**config.mk**
```make
export PLATFORM = sky130hd
export DESIGN_NAME = pio_input_debouncer_flat
export DESIGN_NICKNAME = d
export VERILOG_FILES = /design/src/rtl/pio_input_debouncer_if.sv /design/src/rtl/pio_input_debouncer.sv /design/src/flat_wrapper.sv
export SDC_FILE = /design/constraint.sdc
export NUM_CORES = 1
export LEC_CHECK = 0
export ABC_AREA = 1
export BUFFER_PORTS_ARGS = -buffer_cell sky130_fd_sc_hd__buf_2
export CAP_MARGIN = 20
export CORE_MARGIN = 1.5
export CORE_UTILIZATION = 30
export CTS_CLUSTER_DIAMETER = 120
export DETAILED_ROUTE_END_ITERATION = 8
export GPL_TIMING_DRIVEN = 1
export PLACE_DENSITY = 0.48
export SLEW_MARGIN = 40
export SYNTH_ARGS = -nofsm -noshare
export SYNTH_HDL_FRONTEND = slang
export SYNTH_SLANG_ARGS = --single-unit
```
**constraint.sdc**
```tcl
create_clock -name clk -period 1.8 [get_ports clk]
set_clock_uncertainty 0.05 [all_clocks]
set_input_delay 0 -clock clk [delete_from_list [all_inputs] [get_ports clk]]
set_output_delay 0 -clock clk [all_outputs]
set_load 0.03 [all_outputs]
```
**src/rtl/pio_input_debouncer_if.sv**
```systemverilog
// Signal bundle between the raw board pins / PIO in_port and pio_input_debouncer.
// master = pin/PIO side driving enable and raw_in; slave = the debouncer.
interface pio_input_debouncer_if #(
    parameter int WIDTH = 8
);
    logic             enable;
    logic [WIDTH-1:0] raw_in;
    logic [WIDTH-1:0] debounced_out;
    logic [WIDTH-1:0] rise_pulse;
    logic [WIDTH-1:0] fall_pulse;

    modport master (
        output enable,
        output raw_in,
        input  debounced_out,
        input  rise_pulse,
        input  fall_pulse
    );

    modport slave (
        input  enable,
        input  raw_in,
        output debounced_out,
        output rise_pulse,
        output fall_pulse
    );
endinterface

```
**src/rtl/pio_input_debouncer.sv**
```systemverilog
// Per-bit inversion, 2-flop synchroniser and tick-based stability filter for raw board inputs.
// Define PIO_DEBOUNCE_EVENT_EN to build the registered rise/fall edge strobes; otherwise they read 0.
module pio_input_debouncer #(
    parameter int               WIDTH        = 8,
    parameter int               TICK_DIV     = 50000,
    parameter int               STABLE_TICKS = 10,
    parameter logic [WIDTH-1:0] INVERT_MASK  = {WIDTH{1'b0}},
    parameter logic [WIDTH-1:0] RESET_VALUE  = {WIDTH{1'b0}}
) (
    input  logic                 clk,
    input  logic                 reset_n,
    pio_input_debouncer_if.slave bus
);

    localparam int               PRE_W    = (TICK_DIV > 2) ? $clog2(TICK_DIV) : 1;
    localparam logic [PRE_W-1:0] PRE_LAST = PRE_W'(TICK_DIV - 1);
    localparam logic [PRE_W-1:0] PRE_ZERO = PRE_W'(0);
    localparam logic [PRE_W-1:0] PRE_ONE  = PRE_W'(1);
    localparam logic [7:0]       CNT_LAST = 8'(STABLE_TICKS - 1);

    logic [WIDTH-1:0] in_s;
    logic [WIDTH-1:0] sync1_r;
    logic [WIDTH-1:0] sync2_r;
    logic [WIDTH-1:0] deb_r;
    logic [WIDTH-1:0] deb_next_s;
    logic [PRE_W-1:0] pre_r;
    logic             tick_s;
    logic [7:0]       cnt_r      [WIDTH];
    logic [7:0]       cnt_next_s [WIDTH];

    assign in_s   = bus.raw_in ^ INVERT_MASK;
    assign tick_s = (pre_r == PRE_LAST);

    // Two-stage synchroniser bringing the pins into the clk domain.
    always_ff @(posedge clk or negedge reset_n) begin
        if (!reset_n) begin
            sync1_r <= RESET_VALUE;
            sync2_r <= RESET_VALUE;
        end else begin
            sync1_r <= in_s;
            sync2_r <= sync1_r;
        end
    end

    // Free-running prescaler; deliberately ignores enable so tick phase is stable.
    always_ff @(posedge clk or negedge reset_n) begin
        if (!reset_n) begin
            pre_r <= PRE_ZERO;
        end else if (pre_r == PRE_LAST) begin
            pre_r <= PRE_ZERO;
        end else begin
            pre_r <= pre_r + PRE_ONE;
        end
    end

    // Per-bit stability filter next state; disable clears counts, a matching level restarts them.
    always_comb begin
        deb_next_s = deb_r;
        for (int i = 0; i < WIDTH; i++) begin
            cnt_next_s[i] = cnt_r[i];
            if (!bus.enable) begin
                cnt_next_s[i] = 8'd0;
            end else if (sync2_r[i] == deb_r[i]) begin
                cnt_next_s[i] = 8'd0;
            end else if (tick_s) begin
                // >= keeps the counter bounded even if it were ever corrupted past the limit
                if (cnt_r[i] >= CNT_LAST) begin
                    deb_next_s[i] = sync2_r[i];
                    cnt_next_s[i] = 8'd0;
                end else begin
                    cnt_next_s[i] = cnt_r[i] + 8'd1;
                end
            end else begin
                cnt_next_s[i] = cnt_r[i];
            end
        end
    end

    // Filter state registers: debounced level and per-bit stability counters.
    always_ff @(posedge clk or negedge reset_n) begin
        if (!reset_n) begin
            deb_r <= RESET_VALUE;
            for (int i = 0; i < WIDTH; i++) begin
                cnt_r[i] <= 8'd0;
            end
        end else begin
            deb_r <= deb_next_s;
            for (int i = 0; i < WIDTH; i++) begin
                cnt_r[i] <= cnt_next_s[i];
            end
        end
    end

    assign bus.debounced_out = deb_r;

`ifdef PIO_DEBOUNCE_EVENT_EN
    logic [WIDTH-1:0] rise_r;
    logic [WIDTH-1:0] fall_r;

    // Edge strobes registered on the same edge that updates deb_r, so they align with the new level.
    always_ff @(posedge clk or negedge reset_n) begin
        if (!reset_n) begin
            rise_r <= {WIDTH{1'b0}};
            fall_r <= {WIDTH{1'b0}};
        end else begin
            rise_r <= deb_next_s & ~deb_r;
            fall_r <= ~deb_next_s & deb_r;
        end
    end

    assign bus.rise_pulse = rise_r;
    assign bus.fall_pulse = fall_r;
`else
    assign bus.rise_pulse = {WIDTH{1'b0}};
    assign bus.fall_pulse = {WIDTH{1'b0}};
`endif

endmodule

```
**src/flat_wrapper.sv**
```systemverilog
// flat-port wrapper written by rule: the top's interface ports become plain ports
module pio_input_debouncer_flat 
#(
    parameter int               WIDTH        = 8,
    parameter int               TICK_DIV     = 50000,
    parameter int               STABLE_TICKS = 10,
    parameter logic [WIDTH-1:0] INVERT_MASK  = {WIDTH{1'b0}},
    parameter logic [WIDTH-1:0] RESET_VALUE  = {WIDTH{1'b0}}
)
  (clk, reset_n, bus_enable, bus_raw_in, bus_debounced_out, bus_rise_pulse, bus_fall_pulse);
  pio_input_debouncer_if #(.WIDTH(WIDTH)) bus_i ();
  input  logic clk;
  input  logic reset_n;
  input wire logic [$bits(bus_i.enable)-1:0] bus_enable;
  input wire logic [$bits(bus_i.raw_in)-1:0] bus_raw_in;
  output wire logic [$bits(bus_i.debounced_out)-1:0] bus_debounced_out;
  output wire logic [$bits(bus_i.rise_pulse)-1:0] bus_rise_pulse;
  output wire logic [$bits(bus_i.fall_pulse)-1:0] bus_fall_pulse;
  assign bus_i.enable = bus_enable;
  assign bus_i.raw_in = bus_raw_in;
  assign bus_debounced_out = bus_i.debounced_out;
  assign bus_rise_pulse = bus_i.rise_pulse;
  assign bus_fall_pulse = bus_i.fall_pulse;
  pio_input_debouncer #(.WIDTH(WIDTH), .TICK_DIV(TICK_DIV), .STABLE_TICKS(STABLE_TICKS), .INVERT_MASK(INVERT_MASK), .RESET_VALUE(RESET_VALUE)) u_core (.clk(clk), .reset_n(reset_n), .bus(bus_i));
endmodule
```
==> qor.yml <==
cts_max_path_buffers: 2
grt-ovfl-total: 0
post-dp-hpwl_um: 7520
ys.flop_type: "dfrtp_1"
ys_top_cells_by_count: "166 x nand2_1, 130 x nor2_1, 104 x dfrtp_1"
cts.sinks: 104
synth_cell_type_count: 25
fin_util_pct: 35.2
core_um2: 17500
critPathMaxFanout: 12
numCtsBuffers: 9
post-route-drc-count: 0
slew_viol_final: 0
fillers: 1815
worst-setup-path-type: "flip-flop to flip-flop"
setup_viol: 0
finalSetupTns_ns: 0
hold_class: "input port to flip-flop"
antenna_cells: 0
end_kind: "flip-flop"
required_ns: 1.99
design_area_um2: 6150
vias: 4122
period_share_pct: 91.1
cts_tree: "done"
drtAntennaViolNets: 0
fp.dieW_um: 137
startpoint_type: "flip-flop"
place_congestion: 0.818
yosys.area.top_type: "dfrtp_1"
multiInputGateArea_um2: 2300
worstSkewPairLatency_ns: 0.35
clk_pin_slew_ns: 0.07
synth.area.top_cells: "dfrtp_1 48%, nand2_1 12%, nor2_1 9.0%"
synth-seq-cells: 104
regArea_um2: 2600
finalHoldViolations: 0
arrival_ns: 1.83
drt-vias-per-instance: 4.35
rows: 48
avgSynthCellArea_um2: 7.97
power_leakage_uw: 0.00316
synth_edf_count: 0
wire_per_inst_um: 10.9
ir_drop_mv: 0.482
cts_max_level: 3
async_flop_share_pct: 100
firstDrtPassIters: 4
status: "finished clean"
cap_violations: 0
syn_area_um2: 5410
p_total_uw: 4380
power_density_nw_per_um2: 712
timing.final.ws_setup_ns: 0.160
dpl_cell_area_um2: 5740
drt_iter0_markers: 273
port_buffers: 18
antenna_found_initial: 0
post-synth-top-count-cell: "nand2_1"
syn_inst: 678
grt_pass1_vias: 4040
max_freq_mhz: 610
grt_max_degree: 55
wirelength_um: 10300
die_h_um: 137
gr-usage-all-layers_pct: 12.3
synth_top_area_share_pct: 48.1
nets: 754
dp_slack_ns: -0.0571
ios: 35
layout-drive-gt1-share_pct: 9.00
ys_seq_area_share_pct: 48.1
min_period_ns: 1.64
area_delta_synth_final_pct: 13.8
die_area_um2: 18800
yosysWarnings: 0
grt_pass1_wl_um: 18300
start_util_pct: 30.9
cts-root-buf: "clkbuf_16"
[flip-flops by register name, summed over array words and instances, names as in the netlist]
register / cells
u_core.bus.debounced_out: 8
u_core.cnt_r: 64
u_core.pre_r: 16
u_core.sync1_r: 8
u_core.sync2_r: 8
[what timing repair did]
action                                  in CTS  in global routing
endpoints found under the setup margin       6                 10
hold buffers                                 9                  0
cloned                                       0                  0
setup buffers                                0                  4
endpoints found under the hold margin       58                  0
resized for setup                            1                  3
pin swaps                                    0                  1
[per-layer routing]
metal | GRT usage (%) | vias up | routed length (um)
met4 | 5.38 | 0 | 210
met5 | 0 | - | 0
li1 | - | 2126 | -
met2 | 20.0 | 64 | 4680
met3 | 2.50 | 16 | 324
met1 | 16.0 | 1916 | 5110
[stage by stage]
stage / std cells / hold slack, ns
final: 947 / 0.0443
after detailed placement: 919 / -0.0561
after global placement: 919 / -0.0580
after floorplan: 693 / -0.346
after global routing: 947 / 0.0636
after CTS: 943 / 0.0325
[path summary, 6_finish.rpt]
check	start	endpoint	slack [ns]	cells after the start
max in group asynchronous	reset_n	u_core.cnt_r[13]$_DFFE_PN0P_	0.96	3
worst min register to register	u_core.sync1_r[2]$_DFF_PN0_	u_core.sync2_r[2]$_DFF_PN0_	0.30	0
min in group asynchronous	reset_n	u_core.cnt_r[19]$_DFFE_PN0P_	0.10	2
worst min-delay path	bus_enable	u_core.cnt_r[34]$_DFFE_PN0P_	0.04	3
worst max register to register	u_core.pre_r[0]$_DFF_PN0_	u_core.bus.debounced_out[7]$_DFFE_PN0P_	0.16	11
worst max-delay path	u_core.pre_r[0]$_DFF_PN0_	u_core.bus.debounced_out[7]$_DFFE_PN0P_	0.16	11
[critical path: stages, from the launching register on]
cell and delay [ns]:
dfrtp_1 0.37, ha_2 0.20, nand2_2 0.08, inv_2 0.07
nand2_1 0.08, nor2_2 0.12, nand2_2 0.09, nor2_4 0.17
buf_12 0.15, nand2_1 0.05, nand2_1 0.05, nand2_1 0.04
[cell usage in the layout, fill, tap and decap left out, types with 4 or more instances in the layout]
master	Yosys	routed
nand3_1	39	37
inv_2	5	5
nand2_2	4	5
buf_2	4	17
o21ai_0	10	10
nand4_1	21	21
buf_4	16	8
nor2_1	130	130
nor2_4	6	6
a21oi_1	10	10
inv_1	95	95
clkbuf_16	0	9
ha_1	25	24
o21bai_1	8	8
dlygate4sd3_1	0	9
conb_1	1	16
nand2_1	166	165
xnor2_1	6	6
dfrtp_1	104	104
xor2_1	12	12
nor3_1	5	5
buf_12	1	4
[layout make-up]
type | count | area share, %
well taps | 225 | 4.58
repair buffers | 38 | 5.13
flip-flops and latches | 104 | 42.3
multi-input cells | 465 | 37.5
inverters | 100 | 6.10
clock buffers | 10 | 3.88
clock inverters | 5 | 0.549
[report_power, final]
group / leakage, uW / switching, uW / internal (uW)
sequential: 0.00140 / 9.94 / 2350
clock: 0.000130 / 844 / 965
combinational: 0.00163 / 156 / 48.3
[cells by family (layout without fill, tap and decap cells)]
logic type | Yosys count | count (layout) | share of synthesized area (%)
buffers and inverters | 124 | 153 | 10.5
XOR/XNOR | 18 | 18 | 2.92
AO/OA/AOI/OAI | 32 | 32 | 3.43
flip-flops | 104 | 104 | 48.1
adder cells (fa/ha/maj) | 25 | 25 | 5.79
other | 1 | 16 | 0.0694
AND/OR/NAND/NOR | 374 | 374 | 29.1
(Power assumes the default switching activity.)
